$ cat config.mk
export PLATFORM = sky130hd
export DESIGN_NAME = mac_accumulator
export DESIGN_NICKNAME = d
export VERILOG_FILES = /design/src/rtl/mac_accumulator.sv
export SDC_FILE = /design/constraint.sdc
export NUM_CORES = 1
export LEC_CHECK = 0
export CAP_MARGIN = 20
export CELL_PAD_IN_SITES_DETAIL_PLACEMENT = 1
export CELL_PAD_IN_SITES_GLOBAL_PLACEMENT = 2
export CORE_UTILIZATION = 32
export DETAILED_ROUTE_END_ITERATION = 7
export GPL_TIMING_DRIVEN = 0
export PLACE_DENSITY = 0.95
export SYNTH_ARGS = -nofsm -noshare
export SYNTH_HDL_FRONTEND = slang
export SYNTH_SLANG_ARGS = --single-unit
export TNS_END_PERCENT = 1
$ cat constraint.sdc
create_clock -name clk -period 4.5 [get_ports clk]
set_input_delay 1.125 -clock clk [delete_from_list [all_inputs] [get_ports clk]]
set_output_delay 1.125 -clock clk [all_outputs]
set_load 0.01 [all_outputs]
$ cat src/rtl/mac_accumulator.sv
// mac_accumulator: saturating sum of len unsigned 32-bit products
// with a valid/ready result hold and synchronous abort.
//
// Ports:
//   clk, rst_n        clock, synchronous active-low reset
//   start, len        begin a new sum of len terms (IDLE only)
//   clr               synchronous abort to IDLE, clears the sum
//   prod_in/valid     upstream term, prod_ready = accepting
//   acc_out/valid     result, held until acc_ready
//   busy, overflow    not-IDLE flag, saturation flag
module mac_accumulator #(
    parameter int ACC_W = 40,
    parameter int LEN_W = 8
) (
    input  logic             clk,
    input  logic             rst_n,
    input  logic             start,
    input  logic [LEN_W-1:0] len,
    input  logic             clr,
    input  logic [31:0]      prod_in,
    input  logic             prod_valid,
    output logic             prod_ready,
    output logic [ACC_W-1:0] acc_out,
    output logic             acc_valid,
    input  logic             acc_ready,
    output logic             busy,
    output logic             overflow
);

    typedef enum logic [1:0] {
        S_IDLE  = 2'd0,
        S_ACCUM = 2'd1,
        S_HOLD  = 2'd2
    } state_e;

    state_e           state_q, state_d;
    logic [ACC_W-1:0] acc_q, acc_d;
    logic [LEN_W-1:0] rem_q, rem_d;
    logic             ovf_q, ovf_d;

    logic             accept;
    logic             last_term;
    logic [ACC_W:0]   sum_wide;
    logic             sat;

    assign accept    = prod_valid & prod_ready;
    assign last_term = accept && (rem_q == LEN_W'(1));

    // One extra bit catches the carry out of the accumulator.
    assign sum_wide = {1'b0, acc_q}
                    + {{(ACC_W + 1 - 32){1'b0}}, prod_in};
    assign sat      = sum_wide[ACC_W];

    // State register
    always_ff @(posedge clk) begin
        if (!rst_n) begin
            state_q <= S_IDLE;
        end else begin
            state_q <= state_d;
        end
    end

    // Next-state logic; clr overrides every transition
    always_comb begin
        state_d = state_q;
        unique case (state_q)
            S_IDLE: begin
                if (start) begin
                    state_d = (len == '0) ? S_HOLD : S_ACCUM;
                end
            end
            S_ACCUM: begin
                if (last_term) begin
                    state_d = S_HOLD;
                end
            end
            S_HOLD: begin
                if (acc_ready) begin
                    state_d = S_IDLE;
                end
            end
            default: state_d = S_IDLE;
        endcase
        if (clr) begin
            state_d = S_IDLE;
        end
    end

    // Output logic
    always_comb begin
        prod_ready = (state_q == S_ACCUM) && !clr;
        acc_valid  = (state_q == S_HOLD);
        busy       = (state_q != S_IDLE);
    end

    // Datapath next values
    always_comb begin
        acc_d = acc_q;
        rem_d = rem_q;
        ovf_d = ovf_q;
        if (clr) begin
            acc_d = '0;
            rem_d = '0;
            ovf_d = 1'b0;
        end else begin
            unique case (state_q)
                S_IDLE: begin
                    if (start) begin
                        acc_d = '0;
                        rem_d = len;
                        ovf_d = 1'b0;
                    end
                end
                S_ACCUM: begin
                    if (accept) begin
                        rem_d = rem_q - LEN_W'(1);
                        if (sat) begin
                            acc_d = '1;
                            ovf_d = 1'b1;
                        end else begin
                            acc_d = sum_wide[ACC_W-1:0];
                        end
                    end
                end
                default: begin
                end
            endcase
        end
    end

    always_ff @(posedge clk) begin
        if (!rst_n) begin
            acc_q <= '0;
            rem_q <= '0;
            ovf_q <= 1'b0;
        end else begin
            acc_q <= acc_d;
            rem_q <= rem_d;
            ovf_q <= ovf_d;
        end
    end

    assign acc_out  = acc_q;
    assign overflow = ovf_q;

endmodule
==> metrics.cfg <==
[floorplan]
fp.coreArea_um2 = 12600
dieArea_um2 = 13300
num_rows = 41
chipHeight_um = 115
ios = 90
die_w_um = 115
start_util_pct = 32.7

[clocking]
postCtsSetupBuffers = 0
cts_resized = 0
cts.htree.levels = 2
clock_latency_ns = 0.30
cts_root_buf = clkbuf_16
cts_buffer_depth = 2
clkTransAtPathRegs_ns = 0.07
ctsHoldBuffers = 0
cts_tree = built
numCtsBuffers = 5
clock_sinks = 51

[timing]
rsz0062_at_grt = no
holdWs_ns = 0.474
drv_slew = 0
skew_ns = 0.00662
fmax_mhz = 237
post-route-period-util_pct = 93.7
setup_viol = 0
hold_violations = 0
maxSlewHeadroom_pct = 47.0
final.setup.tns_ns = 0
worst_pin_slew_ns = 0.795
fin_crit_ns = 4.22

[grt]
grt_usage_pct = 21.9
antenna_found_initial = 0
grt_pass1_wl_um = 22900
grt_overflow = 0
grt_pass1_vias = 4526
grt_max_degree = 16

[logic_synthesis]
synthMuxAreaShare_pct = 0.487
synth-compound-area-share_pct = 35.0
synth_xor_area_share_pct = 5.75
ys_ff_latch = 51
synth_nets = 592
synthSimpleGateAreaFrac_pct = 18.5
ys_types = 68
postSynthAreaPerCell_um2 = 8.04
synthAdderAreaFrac_pct = 10.8
synth_top_cell_area_share_pct = 24.8
synth-edff-count = 0
synth_top_cell_by_area = dfxtp_1
synthTopCellsByArea = dfxtp_1 (25%), ha_1 (10%), a21oi_1 (9.5%)
synthCells = 511
synth-async-reset-ratio_pct = 0
ys.flop_type = dfxtp_1
synth_area_um2 = 4110
synth_top_family_by_area = compound AO/OA/AOI/OAI gates
seq_area_frac_synth_pct = 24.8
ys_warn_count = 0

[worst_setup_path]
critPathArrivalTime_ns = 4.36
reg2reg_from = acc_out[0]$_SDFFE_PP0P_
crit_path_end_kind = register
r2r_cells = 11
crit_chain = clkdlybuf4s50_1 > ha_1 > fa_1 > a211oi_1 > o21ai_2 > o211ai_2 > o21ba_1 > o2111a_2 > nor3_2 > nor2_2 > buf_6 > a211oi_2
cp_data_required_time_ns = 4.65
r2r-end = acc_out[24]$_SDFFE_PP0P_
max_stage_delay_ns = 0.45
rrSetupSlack_ns = 1.23
slowest_stage = fa_1
start_kind = primary input
crit_path_end = acc_out[24]$_SDFFE_PP0P_
crit_path_start = prod_in[0]
crit_type = primary input to register
cp_max_fo = 10

[hold_path]
min_path_type = register to register

[detailed_routing]
drt_iter0_markers = 263
drt_drc_violations_left = 0
routed-via-count = 4352
avgViaCountPerCell = 5.59
wirelength_um = 14000
wl_per_cell_um = 18.0
detail_route.first_pass.iterations = 4
ant_nets = 0

[finish]
drive_above_1_share_pct = 7.41
fill_cells = 1534
areaGrowthSynthToFinish_pct = 30.3
nNetsFinal = 688
num_antenna_cells = 0
finalNonFillerCells = 779
final_area_um2 = 5360

[flow_run]
cap_violations = 0

[power_and_ir_drop]
power_leakage_nw = 1.94
finalPower_mw = 1.07
power_per_cell_area_nw_per_um2 = 199
ir_drop_mv = 0.131

[status]
status = complete, no violations

[place]
hpwl_um = 11000
placed_area_um2 = 5220
portBuffers = 89
routabilityCongestion = 0.879
placedCellCount = 772

-- flip-flops by register name, summed over array words and instances, names as in the netlist --
name	count
overflow	1
rem_q	8
state_q	2
acc_out	40
-- cell families (layout without fill, tap and decap cells) --
| group | Yosys count | after routing |
|---|---|---|
| multiplexers | 2 | 2 |
| flip-flops | 51 | 51 |
| XOR/XNOR | 27 | 27 |
| adder cells (fa/ha/maj) | 35 | 35 |
| buffers and inverters | 44 | 140 |
| AND/OR/NAND/NOR | 149 | 149 |
| AO/OA/AOI/OAI | 203 | 203 |
-- placed cells by master (no fill, tap or decap), types with 4 or more instances in the layout --
master | synthesis | layout
a211oi_1 | 9 | 9
a211oi_2 | 11 | 11
a21o_1 | 14 | 14
a21oi_1 | 78 | 78
a311oi_1 | 4 | 4
a311oi_2 | 9 | 9
a31oi_1 | 7 | 7
and2_1 | 5 | 5
and3_1 | 5 | 5
and4_1 | 4 | 4
clkbuf_1 | 21 | 21
clkbuf_16 | 0 | 5
clkdlybuf4s50_1 | 0 | 89
dfxtp_1 | 51 | 51
ha_1 | 34 | 34
inv_1 | 14 | 14
nand2_1 | 28 | 28
nand2b_1 | 6 | 6
nand3_1 | 20 | 20
nor2_1 | 43 | 43
nor2b_1 | 4 | 4
nor3_1 | 6 | 6
nor4_1 | 9 | 9
o211ai_1 | 5 | 5
o21a_1 | 4 | 4
o21ai_0 | 21 | 21
o21bai_1 | 4 | 4
o22ai_1 | 4 | 4
or3_1 | 4 | 4
or4_1 | 4 | 4
xnor2_1 | 12 | 12
xor2_1 | 15 | 15
-- Yosys cell counts (7+ instances only) --
cell and instances:
xnor2_1 12, nor2_1 43, a21o_1 14, a311oi_2 9
clkbuf_1 21, dfxtp_1 51, o21ai_0 21, a31oi_1 7
nor4_1 9, xor2_1 15, a211oi_1 9, nand2_1 28
inv_1 14, ha_1 34, a211oi_2 11, nand3_1 20
a21oi_1 78
-- through the flow --
step / setup slack, ns / util (%)
CTS: 0.267 / 42.6
finish: 0.283 / 42.6
global route: 0.131 / 42.6
global placement: 0.0771 / 41.5
detailed placement: -0.0331 / 41.5
floorplan: 1.07 / -
-- area by class of cell --
cell class              count  area, um^2  area share (%)
multi-input cells         416        2900            54.2
flip-flops and latches     51        1020            19.1
clock inverters             2        13.8           0.257
inverters                  14        52.6           0.981
repair buffers             89         891            16.6
clock buffers               5         125            2.34
plain buffers              30         135            2.52
well taps                 172         215            4.02
-- power breakdown --
| part | internal, mW | total [mW] | switching, mW | leakage, nW |
|---|---|---|---|---|
| clock network | 0.204 | 0.389 | 0.185 | 0.0696 |
| logic | 0.0930 | 0.215 | 0.122 | 1.46 |
| registers | 0.457 | 0.463 | 0.00636 | 0.412 |
| total | 0.754 | 1.07 | 0.313 | 1.94 |
-- worst min path at each step --
stage / from / endpoint / slack [ns] / cells past startpoint
6_report: overflow$_SDFFE_PP0P_ / overflow$_SDFFE_PP0P_ / 0.47 / 2
5_1_grt: rem_q[1]$_SDFFE_PP0P_ / rem_q[1]$_SDFFE_PP0P_ / 0.50 / 2
4_1_cts: overflow$_SDFFE_PP0P_ / overflow$_SDFFE_PP0P_ / 0.48 / 2
3_5_place_dp: overflow$_SDFFE_PP0P_ / overflow$_SDFFE_PP0P_ / 0.47 / 2
3_3_place_gp: overflow$_SDFFE_PP0P_ / overflow$_SDFFE_PP0P_ / 0.46 / 2
2_1_floorplan: rem_q[1]$_SDFFE_PP0P_ / rem_q[1]$_SDFFE_PP0P_ / 0.45 / 2
-- worst max-delay path, delay by kind of cell --
kind | cells | cell delay [ns]
simple gates | 2 | 0.43
compound gates | 6 | 1.43
fa+ha+maj | 2 | 0.69
buf+inv | 2 | 0.68
-- layer usage --
layer  vias to the layer above  GRT usage, %  part of all wire, %  routed length [um]
met4                         0          6.23                  1.7                 245
met3                        17          2.21                  2.2                 310
met5                         -             0                    0                   0
li1                       2139             -                    -                   -
met2                        85          38.7                   49                6900
met1                      2111          28.1                   47                6560
No activity file was read; power rests on OpenSTA's default activity.
